`config.mk`:
```
export PLATFORM = sky130hd
export DESIGN_NAME = stack_param
export DESIGN_NICKNAME = d
export VERILOG_FILES = /design/src/rtl/stack_pkg.sv /design/src/rtl/stack_regfile.sv /design/src/rtl/stack_param.sv
export SDC_FILE = /design/constraint.sdc
export NUM_CORES = 1
export LEC_CHECK = 0
export ABC_AREA = 1
export BUFFER_PORTS_ARGS = -buffer_cell sky130_fd_sc_hd__buf_2
export CAP_MARGIN = 40
export CELL_PAD_IN_SITES_DETAIL_PLACEMENT = 1
export CELL_PAD_IN_SITES_GLOBAL_PLACEMENT = 2
export CORE_MARGIN = 10
export CORE_UTILIZATION = 34
export DETAILED_ROUTE_END_ITERATION = 8
export MAX_ROUTING_LAYER = met4
export PLACE_DENSITY = 0.91
export SYNTH_ARGS = -nofsm -noshare
export SYNTH_HDL_FRONTEND = slang
export SYNTH_SLANG_ARGS = --single-unit
```
`constraint.sdc`:
```
create_clock -name CLK -period 2.4 [get_ports CLK]
set_input_delay 0.48 -clock CLK [delete_from_list [all_inputs] [get_ports CLK]]
set_output_delay 0.48 -clock CLK [all_outputs]
set_load 0.005 [all_outputs]
```
`src/rtl/stack_pkg.sv`:
```
// rtl/stack_pkg.sv - shared command encoding and modulo pointer helpers for the LIFO stack
//
// Contents:
//   cmd_t    2-bit command: NOP / PUSH / POP / GET
//   mod_inc  pointer increment wrapping DEPTH-1 -> 0
//   mod_dec  pointer decrement wrapping 0 -> DEPTH-1
package stack_pkg;

    typedef enum logic [1:0] {
        CMD_NOP  = 2'b00,
        CMD_PUSH = 2'b01,
        CMD_POP  = 2'b10,
        CMD_GET  = 2'b11
    } cmd_t;

    // Explicit wrap so non-power-of-two depths never rely on bit truncation.
    function automatic int unsigned mod_inc(input int unsigned ptr, input int unsigned depth);
        return (ptr >= depth - 1) ? 0 : ptr + 1;
    endfunction

    function automatic int unsigned mod_dec(input int unsigned ptr, input int unsigned depth);
        return (ptr == 0) ? depth - 1 : ptr - 1;
    endfunction

endpackage

```
`src/rtl/stack_regfile.sv`:
```
// rtl/stack_regfile.sv - DEPTH x WIDTH register array, one sync write port, one comb read port
//
// Ports:
//   clk    in   clock
//   rst_n  in   asynchronous active-low clear of every entry
//   we     in   write enable
//   waddr  in   write address (< DEPTH)
//   wdata  in   write data
//   raddr  in   read address (< DEPTH)
//   rdata  out  combinational read data
module stack_regfile #(
    parameter int WIDTH = 4,
    parameter int DEPTH = 5,
    parameter int IW    = 3
) (
    input  logic             clk,
    input  logic             rst_n,
    input  logic             we,
    input  logic [IW-1:0]    waddr,
    input  logic [WIDTH-1:0] wdata,
    input  logic [IW-1:0]    raddr,
    output logic [WIDTH-1:0] rdata
);

    logic [WIDTH-1:0] mem [DEPTH];

    always_ff @(posedge clk or negedge rst_n) begin
        if (!rst_n) begin
            for (int i = 0; i < DEPTH; i++) begin
                mem[i] <= '0;
            end
        end else if (we) begin
            mem[waddr] <= wdata;
        end
    end

    assign rdata = mem[raddr];

endmodule

```
`src/rtl/stack_param.sv`:
```
// rtl/stack_param.sv - parametrised LIFO stack with status flags, full policy and error pulse
//
// Ports:
//   CLK      in   clock, all state changes on the rising edge
//   RESET    in   asynchronous active-low reset
//   COMMAND  in   00 NOP, 01 PUSH, 10 POP, 11 GET
//   INDEX    in   GET depth offset, 0 = top of stack
//   I_DATA   in   PUSH data
//   O_DATA   out  registered read data (POP/GET)
//   O_VALID  out  one-cycle pulse, O_DATA updated by a successful POP/GET
//   ERR      out  one-cycle pulse, command rejected
//   FULL     out  COUNT == DEPTH
//   EMPTY    out  COUNT == 0
//   COUNT    out  number of valid entries
module stack_param
    import stack_pkg::*;
#(
    parameter int WIDTH = 4,
    parameter int DEPTH = 5,
    parameter bit WRAP  = 1'b1,
    localparam int IW   = ($clog2(DEPTH) > 1) ? $clog2(DEPTH) : 1,
    localparam int CW   = $clog2(DEPTH + 1)
) (
    input  logic             CLK,
    input  logic             RESET,
    input  logic [1:0]       COMMAND,
    input  logic [IW-1:0]    INDEX,
    input  logic [WIDTH-1:0] I_DATA,
    output logic [WIDTH-1:0] O_DATA,
    output logic             O_VALID,
    output logic             ERR,
    output logic             FULL,
    output logic             EMPTY,
    output logic [CW-1:0]    COUNT
);

    cmd_t             cmd;
    logic [IW-1:0]    top_q, top_n;
    logic [CW-1:0]    count_q, count_n;
    logic [WIDTH-1:0] odata_q, odata_n;
    logic             ovalid_q, ovalid_n;
    logic             err_q, err_n;

    logic             we;
    logic [IW-1:0]    raddr;
    logic [WIDTH-1:0] rdata;

    logic [IW:0]      top_ext;
    logic [IW:0]      rd_off;
    logic [IW:0]      raddr_ext;
    logic [IW-1:0]    top_inc;
    logic [IW-1:0]    top_dec;
    logic             is_full;
    logic             is_empty;
    logic             get_ok;

    assign cmd = cmd_t'(COMMAND);

    assign top_inc  = IW'(mod_inc(32'(top_q), DEPTH));
    assign top_dec  = IW'(mod_dec(32'(top_q), DEPTH));
    assign is_full  = (count_q == CW'(DEPTH));
    assign is_empty = (count_q == '0);
    assign get_ok   = (32'(INDEX) < 32'(count_q));

    // Shared read path: POP reads TOP-1, GET reads TOP-1-INDEX, both mod DEPTH.
    // The extra bit keeps TOP+DEPTH from overflowing; the result is < DEPTH
    // whenever the access is legal, so the final slice drops only a zero bit.
    always_comb begin
        top_ext = {1'b0, top_q};
        rd_off  = (IW + 1)'(1);
        if (cmd == CMD_GET) begin
            rd_off = {1'b0, INDEX} + (IW + 1)'(1);
        end
        if (top_ext >= rd_off) begin
            raddr_ext = top_ext - rd_off;
        end else begin
            raddr_ext = top_ext + (IW + 1)'(DEPTH) - rd_off;
        end
        raddr = raddr_ext[IW-1:0];
    end

    always_comb begin
        top_n    = top_q;
        count_n  = count_q;
        odata_n  = odata_q;
        ovalid_n = 1'b0;
        err_n    = 1'b0;
        we       = 1'b0;
        case (cmd)
            CMD_NOP: begin
            end
            CMD_PUSH: begin
                if (!is_full) begin
                    we      = 1'b1;
                    top_n   = top_inc;
                    count_n = count_q + CW'(1);
                end else if (WRAP) begin
                    // Full ring: writing at TOP overwrites the oldest entry.
                    we    = 1'b1;
                    top_n = top_inc;
                end else begin
                    err_n = 1'b1;
                end
            end
            CMD_POP: begin
                if (!is_empty) begin
                    odata_n  = rdata;
                    ovalid_n = 1'b1;
                    top_n    = top_dec;
                    count_n  = count_q - CW'(1);
                end else begin
                    err_n = 1'b1;
                end
            end
            CMD_GET: begin
                if (get_ok) begin
                    odata_n  = rdata;
                    ovalid_n = 1'b1;
                end else begin
                    err_n = 1'b1;
                end
            end
            default: begin
            end
        endcase
    end

    always_ff @(posedge CLK or negedge RESET) begin
        if (!RESET) begin
            top_q    <= '0;
            count_q  <= '0;
            odata_q  <= '0;
            ovalid_q <= 1'b0;
            err_q    <= 1'b0;
        end else begin
            top_q    <= top_n;
            count_q  <= count_n;
            odata_q  <= odata_n;
            ovalid_q <= ovalid_n;
            err_q    <= err_n;
        end
    end

    stack_regfile #(
        .WIDTH (WIDTH),
        .DEPTH (DEPTH),
        .IW    (IW)
    ) u_regfile (
        .clk   (CLK),
        .rst_n (RESET),
        .we    (we),
        .waddr (top_q),
        .wdata (I_DATA),
        .raddr (raddr),
        .rdata (rdata)
    );

    assign O_DATA  = odata_q;
    assign O_VALID = ovalid_q;
    assign ERR     = err_q;
    assign COUNT   = count_q;
    assign FULL    = is_full;
    assign EMPTY   = is_empty;

endmodule

```
# After elaboration in Yosys (flattened, before gate mapping)
# Index checks and enable logic that the tools add are counted.
dict set report op_classes {
  div_mod_pow 0
  mul 0
  shift 0
  n_lt_le_gt_ge 6
  reduce_logical 8
  addsub 8
  mux 25
  bitwise_logic 2
  eq_ne 7
}
# cell n
set ops {}
lappend ops {{4-bit 2-to-1 mux} 6}
lappend ops {{20-bit bitwise mux} 1}
lappend ops {{3-bit 2-to-1 mux} 6}
lappend ops {{4-bit binary-select mux with 3-bit select} 1}
lappend ops {{4-bit demux with 3-bit select} 1}
lappend ops {{3-bit case mux with 2 select lines} 2}
lappend ops {{4-bit >= comparator (second input constant)} 2}
lappend ops {{3-bit NOT with 4-bit output} 2}
lappend ops {{4-bit case mux with 2 select lines} 1}
lappend ops {{3-bit by 1-bit adder with 3-bit output (second input constant)} 2}
lappend ops {{3-bit logical NOT} 2}
lappend ops {{2-bit inequality test (second input constant)} 3}
lappend ops {{3-bit AND reduction} 2}
lappend ops {{3-bit by 1-bit subtractor with 3-bit output (second input constant)} 2}
lappend ops {{3-bit subtractor} 2}
lappend ops {{1-bit 2-to-1 mux} 5}
lappend ops {{3-bit by 1-bit adder with 4-bit output (second input constant)} 1}
lappend ops {{2-bit equality test (second input constant)} 2}
lappend ops {{3-bit by 4-bit >= comparator with 1-bit output} 1}
lappend ops {{4-bit by 1-bit less-than comparator with 1-bit output (second input constant)} 1}
lappend ops {{1-bit case mux with 2 select lines} 2}
lappend ops {{2-bit nonzero test} 2}
lappend ops {{3-bit adder (second input constant)} 1}
lappend ops {{3-bit equality test (second input constant)} 1}
lappend ops {{5 further kinds} 5}
dict set report totals {
  mem_bits_rw 0
  input_bits 11
  ff_bits 32
  mem_bits_ro 0
  word_cells 66
  n_memories 0
  latch_bits 0
  out_inout_bits 11
}

# Longest topological paths before layout
dict set report depth {
  word_depth 10
  mapped_depth 16
  ltp_nobuf 16
}

# By module
# Synthesis repeated with hierarchy kept, for this count alone.
dict set report hier_totals {
  hier_cells 252
  area_unflattened_um2 1963.1
}
# mod seq_area_each_um2 area_per_inst_um2 n_inst cells_per_inst
set modules_own_cells {}
lappend modules_own_cells {stack_param 300.3 1002.2 1 130}
lappend modules_own_cells {stack_regfile 500.5 960.9 1 122}

# Least setup slack after synthesis
# Ideal clock, no wire load.
dict set report synth_timing {
  path_type {in2reg}
  startpoint {input INDEX[0]}
  endpoint {register odata_q[0] (netlist: O_DATA[0])}
  t_required_ns 2.323
  t_arrival_ns 2.120
  n_path_buf 1
  setup_ns 0.077
  slack_ns 0.203
  cell_stages 13
  path_cell_list {ha_1 > nand2_1 > fa_1 > nand2_1 > nand3_1 > nand2_4 > nand2_2 > buf_6 > nand3_1 > nand3_1 > nand2_1 > nand2_1 > a21oi_1}
}
dict set report synth_via {
  elab_chain_len 10
  elab_cells_between_ends 16
  cone_classes {3 x add/sub; 2 x order compare; 1 x eq/ne; 8 x mux; 1 x bitwise; 1 x reduce/logical}
}
# element line
set synth_rtl {}
lappend synth_rtl {{start, declared} stack_param.sv:27} ;# input logic [IW-1:0] INDEX,
lappend synth_rtl {{3-bit by 1-bit adder with 4-bit output} stack_param.sv:72} ;# rd_off = {1'b0, INDEX} + (IW + 1)'(1);
lappend synth_rtl {{4-bit 2-to-1 mux} stack_param.sv:71} ;# if (cmd == CMD_GET) begin
lappend synth_rtl {{3-bit by 4-bit >= comparator with 1-bit output (tied with other cells)} stack_param.sv:74} ;# if (top_ext >= rd_off) begin
lappend synth_rtl {{3-bit 2-to-1 mux} stack_param.sv:74}
lappend synth_rtl {{3-bit NOT with 4-bit output (implied by the code)} stack_regfile.sv:37} ;# assign rdata = mem[raddr];
lappend synth_rtl {{4-bit binary-select mux with 3-bit select} stack_regfile.sv:37}
lappend synth_rtl {{4-bit 2-to-1 mux (implied by the code) (2 in a row)} stack_regfile.sv:37}
lappend synth_rtl {{4-bit 2-to-1 mux, on equally long branches} {stack_param.sv:116, stack_param.sv:106}}
lappend synth_rtl {{4-bit case mux with 2 select lines} stack_param.sv:89} ;# case (cmd)
lappend synth_rtl {{end signal, assigned} stack_param.sv:138} ;# odata_q <= odata_n;
lappend synth_rtl {{end, declared} stack_param.sv:40} ;# logic [WIDTH-1:0] odata_q, odata_n;
# Parallel ways exist; a longest one is shown, timed or not. The select of a mux whose other input is x is not followed.
# A chain may end at the register's enable or synchronous reset.

# Worst setup path after layout
dict set report layout_timing {
  startpoint {input INDEX[0]}
  endpoint {register odata_q[3] (netlist: O_DATA[3])}
}
# Same word-level chain as after synthesis.

==> impl_metrics.tcl <==
set metrics [dict create \
    status "complete, no violations" \
    fin_ws_ns 0.2050 \
    wl_per_cell_um 13.50 \
    clk_pin_slew_ns 0.08 \
    antenna_left 0 \
    p_leak_nw 1.235 \
    cp-start-kind "primary input" \
    nets 321 \
    synth-edff-count 0 \
    fp.dieW_um 96.01 \
    cts_tree "yes" \
    synth_ff_type "dfrtp_1" \
    slowest_stage "ha_1" \
    grt_pass1_vias 1857 \
    worst_ep_arrival_time_ns 2.38 \
    fp.dieArea_um2 9218 \
    worst_ep_required_time_ns 2.58 \
    vias_per_cell 4.775 \
    syn-num-nets 282 \
    htreeDepth 2 \
    met1_usage 0.1580 \
    antennaDiodeCount 0 \
    grt_usage 0.1210 \
    ctsHoldBuffers 0 \
    top_usage_layer "met2" \
    finalWirelength_um 4983 \
    met3_usage 0.03035 \
    cpPeakStageDelay_ns 0.33 \
    ios 22 \
    floorplan.initialDensity 0.3546 \
    row_count 27 \
    synth.avg_cell_area_um2 7.644 \
    synthDominantCellAreaShare 0.4076 \
    synth.distinct_cells 28 \
    drtIter0Drc 44 \
    r2r_cells 14 \
    ys_ff_latch 32 \
    grt_overflow 0 \
    antenna_found_initial 0 \
    use_met2 0.1833 \
    synthTopCellsByCount "nand2_1, inv_1, nand3_1" \
    crit_type "in -> reg" \
    setup_viol 0 \
    cts_sinks 32 \
    layout_min_cycle_time_ns 2.195 \
    num_vias 1762 \
    globalplace.congestion 0.8308 \
    die_h_um 96.01 \
    path_cells "buf_2, ha_1, a21oi_1, o21ai_0, ha_1, buf_4, or2_1, nand3_1, nand3_1, nand2_1, clkinv_1, nand2_1, a21oi_1" \
    async_reset_ff_frac 1.000 \
    place_ws_ns -0.2671 \
    drtPass1Iterations 4 \
    power_density_nw_per_um2 1395 \
    period_share 0.9146 \
    grt_max_degree 33 \
    yosys_warnings 0 \
    yosys.cell_count.top_type "nand2_1" \
    dp_hpwl_um 3997 \
    clock.fmax_ghz 0.4556 \
    drv_slew 0 \
    root_buffer "clkbuf_8" \
    total_power_mw 3.281 \
    maxSlewHeadroom 0.4937 \
    synthTopCellsByArea "dfrtp_1, nand2_1, nand3_1" \
    final_util 0.4243 \
    clkLatencyLatePin_ns 0.29 \
    tightest_slew_ns 0.7595 \
    maxCapViolCount 0 \
    drcViolationCount 0 \
    rsz0062_at_grt "no" \
    ir_worst_vdd_mv 0.4395 \
    syn_area_um2 1964 \
    syn_to_final_growth_pct 19.68 \
    hold_path_class "in -> async" \
    core-area_um2 5540 \
    syn_inst 257 \
    drive_above_1_share 0.2088 \
    synth_top_area_cell "dfrtp_1" \
    crit_fanout 5 \
    seq_area_frac_synth 0.4076 \
    grt_pass1_wl_um 8700 \
    cts_buffers 5 \
    hold_violations 0 \
    port_buffers 21 \
    finalClockSkew_ns 0.006816 \
    clock_path_buffers 2 \
    endpoint_kind "register" \
]
-- per-stage QoR --
| step | instances | hold WS, ns | setup TNS, ns | cell area, um^2 |
|---|---|---|---|---|
| after global routing | 369 | 0.3164 | 0 | 2351 |
| after detailed placement | 361 | 0.4797 | -1.025 | 2238 |
| after global placement | 361 | 0.4718 | -0.7461 | 2238 |
| after CTS | 369 | 0.2867 | 0 | 2331 |
| after floorplan | 257 | 0.1844 | 0 | 1964 |
| final | 369 | 0.2552 | 0 | 2351 |
-- metal layers --
layer | vias to the layer above | share of wire
met3 | 5 | 0.042
met5 | - | 0
met2 | 25 | 0.44
met1 | 827 | 0.51
li1 | 905 | -
met4 | 0 | 0.0096
-- timing repair --
action,in CTS,in global routing
resized for setup,0,5
setup buffers,0,0
setup endpoints to repair,0,4
hold endpoints to repair,0,0
-- cell usage in the layout (no fill, tap or decap), drive strengths merged --
cell type   n
ha         12
buf        34
nor2       14
fa          2
dfrtp      32
mux2i       1
xor2        2
clkbuf      5
xnor2       1
and2        1
clkinvlp    2
nand2      64
nor4        1
nand4       2
nor3        2
clkinv      2
nand3      34
inv        42
o21ai      31
a21oi      10
or2         3
-- final cells by class --
| cell class | count | area (um^2) |
|---|---|---|
| Timing Repair Buffer | 34 | 202.7 |
| Sequential cell | 32 | 800.8 |
| Clock buffer | 5 | 68.82 |
| Inverter | 43 | 161.4 |
| Multi-Input combinational cell | 180 | 1003 |
| Fill cell | 713 | 3189 |
| Tap cell | 72 | 90.09 |
| Clock inverter | 3 | 23.77 |
-- flip-flops by register name, summed over array words and instances (netlist names) --
| signal | cells |
|---|---|
| ERR | 1 |
| O_VALID | 1 |
| COUNT | 3 |
| top_q | 3 |
| O_DATA | 4 |
| u_regfile.mem | 20 |
-- path summary, 6_finish.rpt --
path                                                from                             to  slack (ns)
min                                                RESET          O_DATA[0]$_DFFE_PN0P_        0.26
max in group asynchronous                          RESET           top_q[1]$_DFFE_PN0P_        1.66
min reg2reg                u_regfile.mem[13]$_DFFE_PN0P_  u_regfile.mem[13]$_DFFE_PN0P_        0.50
min in group CLK                               I_DATA[2]   u_regfile.mem[6]$_DFFE_PN0P_        0.41
max                                             INDEX[0]          O_DATA[3]$_DFFE_PN0P_        0.21
max reg2reg                         top_q[0]$_DFFE_PN0P_          O_DATA[0]$_DFFE_PN0P_        0.21
-- report_power, final --
group	internal, mW	leakage (nW)	total [mW]	switching [mW]
combinational	0.729	0.800	1.89	1.16
sequential	0.794	0.395	0.959	0.166
clock	0.205	0.0404	0.432	0.227
-- critical path: cells and delay by family --
kind                       cells  cell delay [ns]
buffers and inverters          3             0.42
and+or+nand+nor                5             0.64
AOI/OAI and AO/OA              3             0.30
adders and majority gates      2             0.53
-- cells by family after synthesis --
group	share of synthesized area
simple gates	0.2790
xor+xnor	0.01338
compound gates	0.1064
flops	0.4076
mux	0.005096
buf+inv	0.09172
fa+ha+maj	0.09681
Note: power is estimated with default switching activity, not from simulation.
